===== src/rtl/uart_pkg.sv =====
// Shared definitions for the UART receiver.
// Contents:
//   state_t     - receiver FSM state encoding
//   *_MIN/*_MAX - legal ranges for the receiver parameters
//   params_ok   - reports whether a parameter set is inside those ranges
package uart_pkg;

    typedef enum logic [2:0] {
        ST_IDLE   = 3'd0,
        ST_START  = 3'd1,
        ST_DATA   = 3'd2,
        ST_PARITY = 3'd3,
        ST_STOP   = 3'd4,
        ST_BREAK  = 3'd5
    } state_t;

    localparam int DATA_BITS_MIN  = 5;
    localparam int DATA_BITS_MAX  = 9;
    localparam int OVERSAMPLE_MIN = 8;
    localparam int OVERSAMPLE_MAX = 32;
    localparam int STOP_BITS_MIN  = 1;
    localparam int STOP_BITS_MAX  = 2;

    function automatic bit params_ok(input int data_bits, input int oversample,
                                     input int stop_bits);
        return (data_bits >= DATA_BITS_MIN) && (data_bits <= DATA_BITS_MAX) &&
               (oversample >= OVERSAMPLE_MIN) && (oversample <= OVERSAMPLE_MAX) &&
               ((oversample % 2) == 0) &&
               (stop_bits >= STOP_BITS_MIN) && (stop_bits <= STOP_BITS_MAX);
    endfunction

endpackage


===== src/rtl/uart_rx_cfg_if.sv =====
// Receiver-to-consumer bus: received word, valid/ready handshake, error
// pulses and busy status.
// Modports:
//   master - receiver side: drives rx_data, rx_valid, frame_err, parity_err,
//            overrun, busy; samples rx_ready
//   slave  - consumer side: the reverse
interface uart_rx_cfg_if #(
    parameter int DATA_BITS = 8
);
    logic [DATA_BITS-1:0] rx_data;
    logic                 rx_valid;
    logic                 rx_ready;
    logic                 frame_err;
    logic                 parity_err;
    logic                 overrun;
    logic                 busy;

    modport master (
        output rx_data, rx_valid, frame_err, parity_err, overrun, busy,
        input  rx_ready
    );

    modport slave (
        input  rx_data, rx_valid, frame_err, parity_err, overrun, busy,
        output rx_ready
    );
endinterface


===== src/rtl/uart_sync2.sv =====
// Two-flop synchronizer for the asynchronous serial line.
// Ports:
//   clk - system clock
//   rst - synchronous, active-low reset; both flops reset to 1 (line idle)
//   d   - asynchronous input
//   q   - synchronized output
module uart_sync2 (
    input  logic clk,
    input  logic rst,
    input  logic d,
    output logic q
);
    logic meta;

    always_ff @(posedge clk) begin
        if (!rst) begin
            meta <= 1'b1;
            q    <= 1'b1;
        end else begin
            meta <= d;
            q    <= meta;
        end
    end
endmodule


===== src/rtl/uart_rx_cfg.sv =====
// Configurable UART receiver with oversampled bit timing, optional parity,
// one or two stop bits, break handling and a valid/ready output register.
// Ports:
//   clk     - system clock
//   rst     - synchronous, active-low reset
//   tick_en - one-clk pulse at OVERSAMPLE x baud; all bit timing uses it
//   rxd     - asynchronous serial line, idles high
//   bus     - master side of uart_rx_cfg_if (word, handshake, error pulses, busy)
//
// state     | meaning
// ----------+-------------------------------------------------------------
// ST_IDLE   | line idle, waiting for a low sample on a tick
// ST_START  | confirming the start bit at its midpoint
// ST_DATA   | sampling data bits mid-bit, LSB first
// ST_PARITY | sampling the parity bit
// ST_STOP   | sampling stop bits; last good one completes the frame
// ST_BREAK  | stop bit was low; wait for the line to return high
module uart_rx_cfg
    import uart_pkg::*;
#(
    parameter int DATA_BITS  = 8,
    parameter int OVERSAMPLE = 16,
    parameter int PARITY_EN  = 0,
    parameter int PARITY_ODD = 0,
    parameter int STOP_BITS  = 1
) (
    input  logic           clk,
    input  logic           rst,
    input  logic           tick_en,
    input  logic           rxd,
    uart_rx_cfg_if.master  bus
);
    if (!params_ok(DATA_BITS, OVERSAMPLE, STOP_BITS)) begin : g_param_err
        $error("uart_rx_cfg: parameter set outside the supported range");
    end

    localparam int             CW        = $clog2(OVERSAMPLE);
    localparam logic [CW-1:0]  CNT_HALF  = CW'(OVERSAMPLE / 2 - 1);
    localparam logic [CW-1:0]  CNT_LAST  = CW'(OVERSAMPLE - 1);
    localparam logic [3:0]     DATA_LAST = 4'(DATA_BITS - 1);
    localparam logic [3:0]     STOP_LAST = 4'(STOP_BITS - 1);

    logic                 rxd_s;
    state_t               state;
    logic [CW-1:0]        cnt;
    logic [3:0]           bit_idx;
    logic [DATA_BITS-1:0] shreg;
    logic [DATA_BITS-1:0] data_q;
    logic                 valid_q;
    logic                 ferr_q;
    logic                 perr_q;
    logic                 ovr_q;
    logic                 busy_q;
    logic                 par_bad;
    logic                 bit_tick;
    logic                 good_done;
    logic                 xfer;

    uart_sync2 u_sync (
        .clk (clk),
        .rst (rst),
        .d   (rxd),
        .q   (rxd_s)
    );

    // Mid-bit sample point for DATA/PARITY/STOP.
    assign bit_tick  = tick_en && (cnt == CNT_LAST);
    // Last stop bit sampled high with clean parity: a deliverable word.
    assign good_done = (state == ST_STOP) && bit_tick && rxd_s &&
                       (bit_idx == STOP_LAST) && !par_bad;
    assign xfer      = valid_q && bus.rx_ready;

    always_ff @(posedge clk) begin
        if (!rst) begin
            state   <= ST_IDLE;
            cnt     <= '0;
            bit_idx <= '0;
            shreg   <= '0;
            data_q  <= '0;
            valid_q <= 1'b0;
            ferr_q  <= 1'b0;
            perr_q  <= 1'b0;
            ovr_q   <= 1'b0;
            busy_q  <= 1'b0;
            par_bad <= 1'b0;
        end else begin
            ferr_q <= 1'b0;
            perr_q <= 1'b0;
            ovr_q  <= 1'b0;

            // A completing word may reuse the slot in the same cycle it is read.
            if (good_done) begin
                if (!valid_q || bus.rx_ready) begin
                    data_q  <= shreg;
                    valid_q <= 1'b1;
                end else begin
                    ovr_q <= 1'b1;
                end
            end else if (xfer) begin
                valid_q <= 1'b0;
            end

            case (state)
                ST_IDLE: begin
                    if (tick_en && !rxd_s) begin
                        state  <= ST_START;
                        busy_q <= 1'b1;
                        cnt    <= '0;
                    end
                end
                ST_START: begin
                    if (tick_en) begin
                        if (cnt == CNT_HALF) begin
                            cnt <= '0;
                            if (!rxd_s) begin
                                state   <= ST_DATA;
                                bit_idx <= '0;
                                par_bad <= 1'b0;
                            end else begin
                                state  <= ST_IDLE;
                                busy_q <= 1'b0;
                            end
                        end else begin
                            cnt <= cnt + 1'b1;
                        end
                    end
                end
                ST_DATA: begin
                    if (bit_tick) begin
                        cnt   <= '0;
                        shreg <= {rxd_s, shreg[DATA_BITS-1:1]};
                        if (bit_idx == DATA_LAST) begin
                            bit_idx <= '0;
                            state   <= (PARITY_EN != 0) ? ST_PARITY : ST_STOP;
                        end else begin
                            bit_idx <= bit_idx + 4'd1;
                        end
                    end else if (tick_en) begin
                        cnt <= cnt + 1'b1;
                    end
                end
                ST_PARITY: begin
                    if (bit_tick) begin
                        cnt     <= '0;
                        par_bad <= (((^shreg) ^ rxd_s) != 1'(PARITY_ODD));
                        state   <= ST_STOP;
                    end else if (tick_en) begin
                        cnt <= cnt + 1'b1;
                    end
                end
                ST_STOP: begin
                    if (bit_tick) begin
                        cnt <= '0;
                        // Both error pulses leave in the same cycle.
                        if (!rxd_s) begin
                            ferr_q  <= 1'b1;
                            perr_q  <= par_bad;
                            bit_idx <= '0;
                            state   <= ST_BREAK;
                        end else if (bit_idx == STOP_LAST) begin
                            perr_q  <= par_bad;
                            bit_idx <= '0;
                            state   <= ST_IDLE;
                            busy_q  <= 1'b0;
                        end else begin
                            bit_idx <= bit_idx + 4'd1;
                        end
                    end else if (tick_en) begin
                        cnt <= cnt + 1'b1;
                    end
                end
                ST_BREAK: begin
                    if (rxd_s) begin
                        state  <= ST_IDLE;
                        busy_q <= 1'b0;
                    end
                end
                default: begin
                    state  <= ST_IDLE;
                    busy_q <= 1'b0;
                end
            endcase
        end
    end

    assign bus.rx_data    = data_q;
    assign bus.rx_valid   = valid_q;
    assign bus.frame_err  = ferr_q;
    assign bus.parity_err = perr_q;
    assign bus.overrun    = ovr_q;
    assign bus.busy       = busy_q;
endmodule


===== src/flat_wrapper.sv =====
// flat-port wrapper written by rule: the top's interface ports become plain ports
module uart_rx_cfg_flat import uart_pkg::*;
#(
    parameter int DATA_BITS  = 8,
    parameter int OVERSAMPLE = 16,
    parameter int PARITY_EN  = 0,
    parameter int PARITY_ODD = 0,
    parameter int STOP_BITS  = 1
)
  (clk, rst, tick_en, rxd, bus_rx_data, bus_rx_valid, bus_frame_err, bus_parity_err, bus_overrun, bus_busy, bus_rx_ready);
  uart_rx_cfg_if #(.DATA_BITS(DATA_BITS)) bus_i ();
  input  logic clk;
  input  logic rst;
  input  logic tick_en;
  input  logic rxd;
  output wire logic [$bits(bus_i.rx_data)-1:0] bus_rx_data;
  output wire logic [$bits(bus_i.rx_valid)-1:0] bus_rx_valid;
  output wire logic [$bits(bus_i.frame_err)-1:0] bus_frame_err;
  output wire logic [$bits(bus_i.parity_err)-1:0] bus_parity_err;
  output wire logic [$bits(bus_i.overrun)-1:0] bus_overrun;
  output wire logic [$bits(bus_i.busy)-1:0] bus_busy;
  input wire logic [$bits(bus_i.rx_ready)-1:0] bus_rx_ready;
  assign bus_rx_data = bus_i.rx_data;
  assign bus_rx_valid = bus_i.rx_valid;
  assign bus_frame_err = bus_i.frame_err;
  assign bus_parity_err = bus_i.parity_err;
  assign bus_overrun = bus_i.overrun;
  assign bus_busy = bus_i.busy;
  assign bus_i.rx_ready = bus_rx_ready;
  uart_rx_cfg #(.DATA_BITS(DATA_BITS), .OVERSAMPLE(OVERSAMPLE), .PARITY_EN(PARITY_EN), .PARITY_ODD(PARITY_ODD), .STOP_BITS(STOP_BITS)) u_core (.clk(clk), .rst(rst), .tick_en(tick_en), .rxd(rxd), .bus(bus_i));
endmodule

===== config.mk =====
export PLATFORM = sky130hd
export DESIGN_NAME = uart_rx_cfg_flat
export DESIGN_NICKNAME = d
export VERILOG_FILES = /design/src/rtl/uart_pkg.sv /design/src/rtl/uart_rx_cfg_if.sv /design/src/rtl/uart_sync2.sv /design/src/rtl/uart_rx_cfg.sv /design/src/flat_wrapper.sv
export SDC_FILE = /design/constraint.sdc
export NUM_CORES = 1
export LEC_CHECK = 0
export BUFFER_PORTS_ARGS = -buffer_cell sky130_fd_sc_hd__buf_4
export CORE_AREA = 2 2 83 53
export DETAILED_ROUTE_END_ITERATION = 7
export DIE_AREA = 0 0 85 55
export PLACE_DENSITY = 0.72
export REMOVE_ABC_BUFFERS = 1
export SLEW_MARGIN = 0
export SYNTH_ARGS = -nofsm -noshare
export SYNTH_HDL_FRONTEND = slang
export SYNTH_HIERARCHICAL = 1
export SYNTH_SLANG_ARGS = --single-unit

===== constraint.sdc =====
create_clock -name clk -period 5.4 [get_ports clk]
set_input_delay 1.08 -clock clk [delete_from_list [all_inputs] [get_ports clk]]
set_output_delay 1.08 -clock clk [all_outputs]
set_load 0.01 [all_outputs]

==> run summary <==
Cell Int Power - 453 uW
First-pass GRT wire length - 5.88 mm
Period Utilization, post-route - 43.2%
Worst setup margin - 3.07 ns
CTS Buf Count - 5
Psw - 111 uW
Worst skew pair latency - 0.29 ns
DR pass1 iterations - 4
Cell Rows - 18
DP Wirelength - 2.31 mm
Die ar. - 0.00468 sq mm
Met2 Use GR - 23.0%
Largest net degree at the start of global routing - 39
Crit. End Element - flop
Gate count after technology mapping - 197
Post-CTS setup buffers - 0
Yosys warns - 6
Worst Min Path Start - u_core/u_sync/meta
Met1 GRT Util - 22.9%
RSZ-0062 raised after global routing - no
Slew headroom - 53.1%
Sequential area share after synthesis - 38.4%
Via count - 1425
Count leader, synth - dfxtp_1
Maximum clock path buffer count - 2
Number of synthesized flops with an enable pin - 0
Area contributors post-synth - dfxtp_1, mux2i_1, nor2b_1, xnor2_1, nand2_1
Die H - 55 microns
Clock root buffer - clkbuf_8
Worst Hold Depth - 1
Post-Syn Area - 0.00183 sq mm
Placement Setup Slack - 2.78 ns
Status - complete, no violations
Total I/O pin count - 18
CP Data Required Time - 5.58 ns
CTS tree - done
Worst Path Arrival - 2.51 ns
Gr busiest metal - met2
Total track usage - 16.1%
R2R depth - 5
Die X - 85 microns
# resized after CTS - 0
Worst min-delay path class - flop to flop
Average cell area after synthesis - 9.27 sq um
Ant diodes - 0
Vias per inst - 5.50
Largest area contributor in the netlist - dfxtp_1
Drt initial violations - 144
Fin. max-slew vios - 0
# DRC - 0
CP Class - input pin to flop
# H-tree levels - 2
Post-synthesis cell type count - 47
Gate power share - 3.3%
Area grow syn2layout - 14.2%
Fin. Hold Viols - 0
Tmin final - 2.33 ns
Final GP Congestion - 0.749
Synth Flop Type - dfxtp_1
Layout cells sized above 1 - 13.4%
Initial antenna violation count - 0
Synth cell count leaders - dfxtp_1, mux2i_1, nor2b_1
Hold Path End - u_core/u_sync/q
Cts hold-fix bufs - 0
CP startpoint kind - input pin
DRT Wirelength - 3.52 mm
R2R Setup Slk - 3.14 ns
Yosys reg bits - 35
Fmax - 428 MHz
Aggregate global routing overflow - 0
Core Region - 0.00394 sq mm
Initial core utilization - 46.3%
DR WL/cell - 13.6 microns
Worst VDD drop - 0.141 mV
Clock-pin slew on the worst setup and hold paths - 0.07 ns
Nets - 216
Clk sinks - 35
Max_cap viols - 0
RR Endpoint - u_core/state[2]
Slew @ Worst Pin - 0.702 ns
Worst clock skew - 0.0100 ns
Asr flop ratio synth - 0%
Crit path max fanout - 8
Reg-to-Reg Start - u_core/state[2]
ANT nets after route - 0
Sw Ratio - 19.7%
Sum Neg Setup Slack - 0 ns
Sequential power share - 46.6%
Port Buffer Count - 17
Static leakage - 0.000796 uW
Crit path launch - tick_en
Total power divided by cell area - 270 mW/mm^2
Clock power frac - 50.1%
Vias in the first global route - 1264
Final setup vio count - 0
M3 GR Usage - 4.60%
Synth top area share - 38.4%
-- final cells by class --
| type | instances | area, sq um |
|---|---|---|
| clock buffer | 5 | 68.8 |
| clock inverter | 3 | 67.6 |
| fill | 364 | 1860 |
| inverter | 2 | 7.51 |
| multi-input combinational | 147 | 1050 |
| sequential | 35 | 701 |
| tap | 50 | 62.6 |
| timing repair buffer | 17 | 128 |
-- power groups by stage --
stage	clock network (uW)	registers (uW)	logic, uW
after CTS	289	263	18.8
after global placement	0	269	18.9
after detailed placement	0	269	18.7
after global routing	297	263	20.9
after floorplan	0	268	11.0
final	283	263	18.7
-- layout by cell type (no fill, tap or decap), types with 6 or more instances in the layout --
| cell type | n |
|---|---|
| mux2i_1 | 18 |
| o21ai_0 | 8 |
| buf_4 | 17 |
| xnor2_1 | 7 |
| nand3_1 | 6 |
| dfxtp_1 | 35 |
| a21oi_1 | 6 |
| nand2_1 | 12 |
| nor2_1 | 7 |
| nor2b_1 | 18 |
-- worst max path at each step --
stage                                  to  slack [ns]  cells past startpoint
floorplan           u_core/bus.rx_data[0]        3.08                      5
global placement    u_core/bus.rx_data[4]        2.81                      6
detailed placement  u_core/bus.rx_data[4]        2.78                      6
CTS                 u_core/bus.rx_data[4]        3.08                      6
global route              u_core/state[2]        2.90                      5
finish              u_core/bus.rx_data[4]        3.07                      6
-- sequential cells by signal, summed over array words and instances (netlist names), 3 cells and up --
| signal | cells |
|---|---|
| u_core/cnt | 4 |
| u_core/bit_idx | 4 |
| u_core/state | 3 |
| u_core/bus.rx_data | 8 |
| u_core/shreg | 8 |
-- critical path: stages --
cell and delay, ns:
buf_4 0.10, and4_1 0.37, nand3_4 0.14, nor3_4 0.50, mux2i_1 0.26, nor2b_1 0.06
-- through the flow --
step                hold slack (ns)  power (uW)  utilization [%]  instances  cell area (sq um)
finish                        0.415         564             52.9        259               2090
global route                  0.453         581             52.9        259               2090
CTS                           0.419         570             52.9        259               2090
detailed placement            0.403         287             49.5        251               1950
global placement              0.401         288             49.5        251               1950
floorplan                     0.386         279                -        184               1760
-- logic make-up after synthesis --
logic type / after synthesis / share of synthesized area [%]
AND/OR/NAND/NOR: 81 / 27.7
AO/OA/AOI/OAI: 35 / 12.4
flip-flops: 35 / 38.4
multiplexers: 18 / 9.86
buffers and inverters: 15 / 4.11
XOR/XNOR: 10 / 5.55
adder cells (fa/ha/maj): 3 / 2.06
-- layer usage --
metal	wire length (microns)	share of wire, %	vias up
met4	38	1.1	0
met1	1910	54	650
met2	1380	39	44
li1	-	-	726
met3	192	5.5	5
met5	0	0	-
Power figures use the tool's default switching activity.
